<file path="config.mk">
export PLATFORM = sky130hd
export DESIGN_NAME = serial_add_seq
export DESIGN_NICKNAME = d
export VERILOG_FILES = /design/src/rtl/serial_add_seq.sv
export SDC_FILE = /design/constraint.sdc
export NUM_CORES = 1
export LEC_CHECK = 0
export CORE_MARGIN = 8
export CORE_UTILIZATION = 30
export CTS_BUF_LIST = sky130_fd_sc_hd__clkbuf_16
export DETAILED_ROUTE_END_ITERATION = 12
export GPL_TIMING_DRIVEN = 0
export PLACE_DENSITY_LB_ADDON = 0.25
export SLEW_MARGIN = 0
export SYNTH_ARGS = -nofsm -noshare
export SYNTH_HDL_FRONTEND = slang
export SYNTH_SLANG_ARGS = --single-unit
</file>
<file path="constraint.sdc">
create_clock -name clk -period 2.3 [get_ports clk]
set_clock_uncertainty 0.15 [all_clocks]
set_input_delay 0.46 -clock clk [delete_from_list [all_inputs] [get_ports clk]]
set_output_delay 0.46 -clock clk [all_outputs]
set_load 0.1 [all_outputs]
</file>
<file path="src/rtl/serial_add_seq.sv">
// serial_add_seq: bit-serial adder sequencer.
// Drives one external full_adder cell LSB first. Each cycle it presents one
// operand bit pair plus the running carry, then shifts the cell's sum back
// into a result register. A WIDTH-bit add takes WIDTH+1 cycles from start
// acceptance to the done pulse.
//
// Optional feature: define OVERFLOW_FLAG_EN to add the `ovf` output. `ovf` is
// the signed-overflow flag, computed as (carry into MSB) ^ cout. It is
// registered together with sum/cout.
//
// Handshake: start is a level request that is sampled only while the
// sequencer is idle. Requests seen while busy are dropped rather than queued.
// done is a single-cycle pulse. sum/cout (and ovf) change only on the edge
// that raises done, and hold their values until the next done. The next start
// is accepted at the edge that ends the done cycle at the earliest, so a start
// held high produces one result every WIDTH+2 cycles.
module serial_add_seq #(
    parameter int WIDTH = 8
) (
    input  logic             clk,
    input  logic             rst_n,
    input  logic             start,
    input  logic [WIDTH-1:0] a,
    input  logic [WIDTH-1:0] b,
    input  logic             cin,
    output logic             busy,
    output logic             done,
    output logic [WIDTH-1:0] sum,
    output logic             cout,
`ifdef OVERFLOW_FLAG_EN
    output logic             ovf,
`endif
    output logic             fa_a,
    output logic             fa_b,
    output logic             fa_cin,
    input  logic             fa_sum,
    input  logic             fa_cout
);

    // Bit counter must reach WIDTH-1; WIDTH >= 2 keeps CNT_W >= 1.
    localparam int CNT_W = $clog2(WIDTH);
    localparam logic [CNT_W-1:0] LAST_BIT = CNT_W'(WIDTH - 1);

    typedef enum logic [1:0] {
        IDLE  = 2'd0,
        SHIFT = 2'd1,
        DONE  = 2'd2
    } state_t;

    state_t           state;
    logic [WIDTH-1:0] a_sr;
    logic [WIDTH-1:0] b_sr;
    logic [WIDTH-1:0] res_sr;
    logic             carry_q;
    logic [CNT_W-1:0] cnt;
    logic             in_shift;

`ifdef OVERFLOW_FLAG_EN
    // Overflow of the final bit step, kept until the result is published.
    logic             ovf_pend;
`endif

    // The cell inputs come straight from the operand/carry registers, gated
    // to zero outside SHIFT so the cell sees a quiet bus when idle.
    assign in_shift = (state == SHIFT);
    assign fa_a     = in_shift & a_sr[0];
    assign fa_b     = in_shift & b_sr[0];
    assign fa_cin   = in_shift & carry_q;

    // Sequencer FSM: holds the operand shifters, the result shifter, the carry and the published outputs.
    always_ff @(posedge clk or negedge rst_n) begin
        if (!rst_n) begin
            state   <= IDLE;
            a_sr    <= '0;
            b_sr    <= '0;
            res_sr  <= '0;
            carry_q <= 1'b0;
            cnt     <= '0;
            busy    <= 1'b0;
            done    <= 1'b0;
            sum     <= '0;
            cout    <= 1'b0;
`ifdef OVERFLOW_FLAG_EN
            ovf_pend <= 1'b0;
            ovf      <= 1'b0;
`endif
        end else begin
            case (state)
                IDLE: begin
                    // A done pulse lasts only the one idle cycle after DONE.
                    done <= 1'b0;
                    if (start) begin
                        a_sr    <= a;
                        b_sr    <= b;
                        carry_q <= cin;
                        res_sr  <= '0;
                        cnt     <= '0;
                        busy    <= 1'b1;
                        state   <= SHIFT;
                    end
                end

                SHIFT: begin
                    // One bit per edge: consume the LSB pair, collect the sum bit at the top.
                    res_sr  <= {fa_sum, res_sr[WIDTH-1:1]};
                    carry_q <= fa_cout;
                    a_sr    <= {1'b0, a_sr[WIDTH-1:1]};
                    b_sr    <= {1'b0, b_sr[WIDTH-1:1]};
                    cnt     <= cnt + 1'b1;
`ifdef OVERFLOW_FLAG_EN
                    // On the MSB step, fa_cin is the carry into the MSB.
                    ovf_pend <= carry_q ^ fa_cout;
`endif
                    if (cnt == LAST_BIT) begin
                        state <= DONE;
                    end
                end

                DONE: begin
                    // Publish the result together with the done pulse, then release busy.
                    sum   <= res_sr;
                    cout  <= carry_q;
`ifdef OVERFLOW_FLAG_EN
                    ovf   <= ovf_pend;
`endif
                    done  <= 1'b1;
                    busy  <= 1'b0;
                    state <= IDLE;
                end

                default: begin
                    state <= IDLE;
                    busy  <= 1'b0;
                    done  <= 1'b0;
                end
            endcase
        end
    end

endmodule

</file>
==> results.cfg <==
[finish]
final_cells = 255
syn_to_final_growth_pct = 32.92
drive_gt1_frac = 0.1257
final_cell_area_um2 = 2283
final_nets = 206
diodes = 0

[setup_path]
slowest_delay_ns = 0.33
crit_start = state[0]
cp-end-kind = primary output
path_class = register to primary output
path_cells = buf_6 -> and2b_4 -> and2_1 -> buf_4
crit_arrival_ns = 1.50
required_ns = 1.69
critPathMaxFanout = 15
cp_slowest_cell = dfrtp_1
cp-start-kind = register
r2r-start = state[0]

[global_route]
grt_max_degree = 42
grt-ovfl-total = 0
grt_pass1_wl_um = 7079
grt_usage = 0.1045
antenna_found_initial = 0
grt_pass1_vias = 1416

[timing]
setup_viol = 0
slew_viol_final = 0
fin_setup_tns_ns = 0
finalCriticalPeriod_ns = 2.111
post-route-period-util = 0.9180
slew_headroom = 0.3594
rsz0062_at_grt = no
max_freq_mhz = 473.6
worst_pin_slew_ns = 0.9648
final-hold-violation-count = 0

[clock_network]
path_clk_slew_ns = 0.06
clk_path_buf_depth = 2
hold_buffers = 0
cts_tree = built
root_buffer = clkbuf_16
clock_latency_ns = 0.28
numCtsBuffers = 5
htree_levels = 2
clock_sinks = 41

[logic_synthesis]
syn_area_per_cell_um2 = 12.10
async_flop_share = 1.000
ys_seq_area_frac = 0.5972
synth_cell_types = 26
synth_cells = 142
yosysTopAreaCell = dfrtp_1
ys_warn_count = 0
synth_commonest_cells = 41 x dfrtp_1, 24 x o22ai_1, 13 x a21oi_1
netlist.area_leader.share = 0.5972
synth.cell_area_um2 = 1718
synth_edf_count = 0
post-synth-top-count-cell = dfrtp_1
syn_nets = 166
synth_seq_cells = 41
synth_area_leaders = dfrtp_1 60%, o22ai_1 8.7%, mux2_1 5.9%
ys.flop_type = dfrtp_1

[routing]
drt_iter0_drc = 29
ant_nets = 0
dr.pass1.iters = 4
wl_um = 4228
routedWlPerCell_um = 16.58
vias = 1306
drc = 0
avgViaCountPerCell = 5.122

[placed_design]
port_buffers = 34
dp_hpwl_um = 2928
placedCellCount = 248
place_area_um2 = 2143
gp_congestion = 0.7426

[floorplan]
core_um2 = 5507
die_x_um = 91.67
io_pins = 36
initial_core_util = 0.3120
die_h_um = 91.67
rows = 27
dieArea_um2 = 8403

[power_and_ir_drop]
power_density_nw_per_um2 = 1672
p_leak_uw = 0.001051
totalPowerFinal_uw = 3817
vdd_drop_max_uv = 815.0

[job]
drv_cap = 0

[min_path]
hold_class = input port to async pin

[outcome]
status = completed
[power breakdown]
group	switching (uW)	internal (uW)
clock network	261	504
logic	1280	541
registers	196	1030
total	1740	2080
[flip-flops by register name, indices dropped and copies added (netlist names)]
signal and flops:
sum 8, state 2, b_sr 8, carry_q 1, res_sr 8, cnt 3, busy 1, a_sr 8
done 1, cout 1
[metrics by stage]
stage,util,setup slack [ns],hold WS (ns)
detailed placement,0.3892,-0.5347,0.3288
global route,0.4147,0.1014,0.2452
floorplan,-,0.1328,0.01441
global placement,0.3901,-0.5277,0.3135
finish,0.4147,0.1887,0.1672
CTS,0.4149,0.01019,0.2076
[final cells by class]
cell class	count	area, um^2
fillers	529	3223
multi-input cells	88	620.6
inverters	3	11.26
flip-flops and latches	41	1026
plain buffers	9	55.05
well taps	72	90.09
clock inverters	3	37.54
repair buffers	34	317.8
clock buffers	5	125.1
[kinds of logic (layout without fill, tap and decap cells)]
kind of cell    after synthesis  count (layout)  synth area share
mux                           9               9           0.05900
compound gates               57              57            0.2185
fa+ha+maj                     2               2           0.01456
simple gates                 20              20           0.06919
buf+inv                      13              54           0.04151
flops                        41              41            0.5972
[layer usage]
layer	share of wire	vias to the layer above	GRT usage
met2	0.47	33	0.1675
met1	0.46	654	0.1255
li1	-	615	-
met4	0.0078	0	0.03274
met5	0	-	0
met3	0.067	4	0.04156
[placed cells by master (no fill, tap or decap), types with 3 or more instances in the layout]
cell | netlist | final
buf_4 | 2 | 4
clkdlybuf4s50_1 | 0 | 19
buf_2 | 6 | 6
o22ai_1 | 24 | 24
nand2_1 | 5 | 5
dlygate4sd2_1 | 0 | 11
o21ai_1 | 3 | 3
a21oi_1 | 13 | 13
a22o_1 | 10 | 10
and2_1 | 4 | 4
clkbuf_16 | 0 | 5
nor2_1 | 3 | 3
mux2_1 | 9 | 9
dfrtp_1 | 41 | 41
[final timing paths]
kind / cells after the start / slack (ns) / end
setup / recovery: 4 / 0.19 / fa_cin
hold / removal: 1 / 0.17 / b_sr[1]
setup reg to reg: 4 / 0.85 / sum[3]
hold reg to reg: 1 / 0.33 / cnt[0]
max in group asynchronous: 1 / 1.26 / sum[3]
min in group clk: 1 / 0.33 / cnt[0]
[timing repair]
item                                    in CTS  in global routing
setup buffers                                0                  0
hold endpoints to repair                     0                  0
gates resized for setup                     29                  1
endpoints found under the setup margin      14                  3
[critical path, delay by kind of cell, from the launching register on]
family | cells | cell delay [ns]
flip-flops | 1 | 0.33
AND/OR/NAND/NOR | 2 | 0.46
buffers and inverters | 2 | 0.43
(Power assumes the default switching activity.)
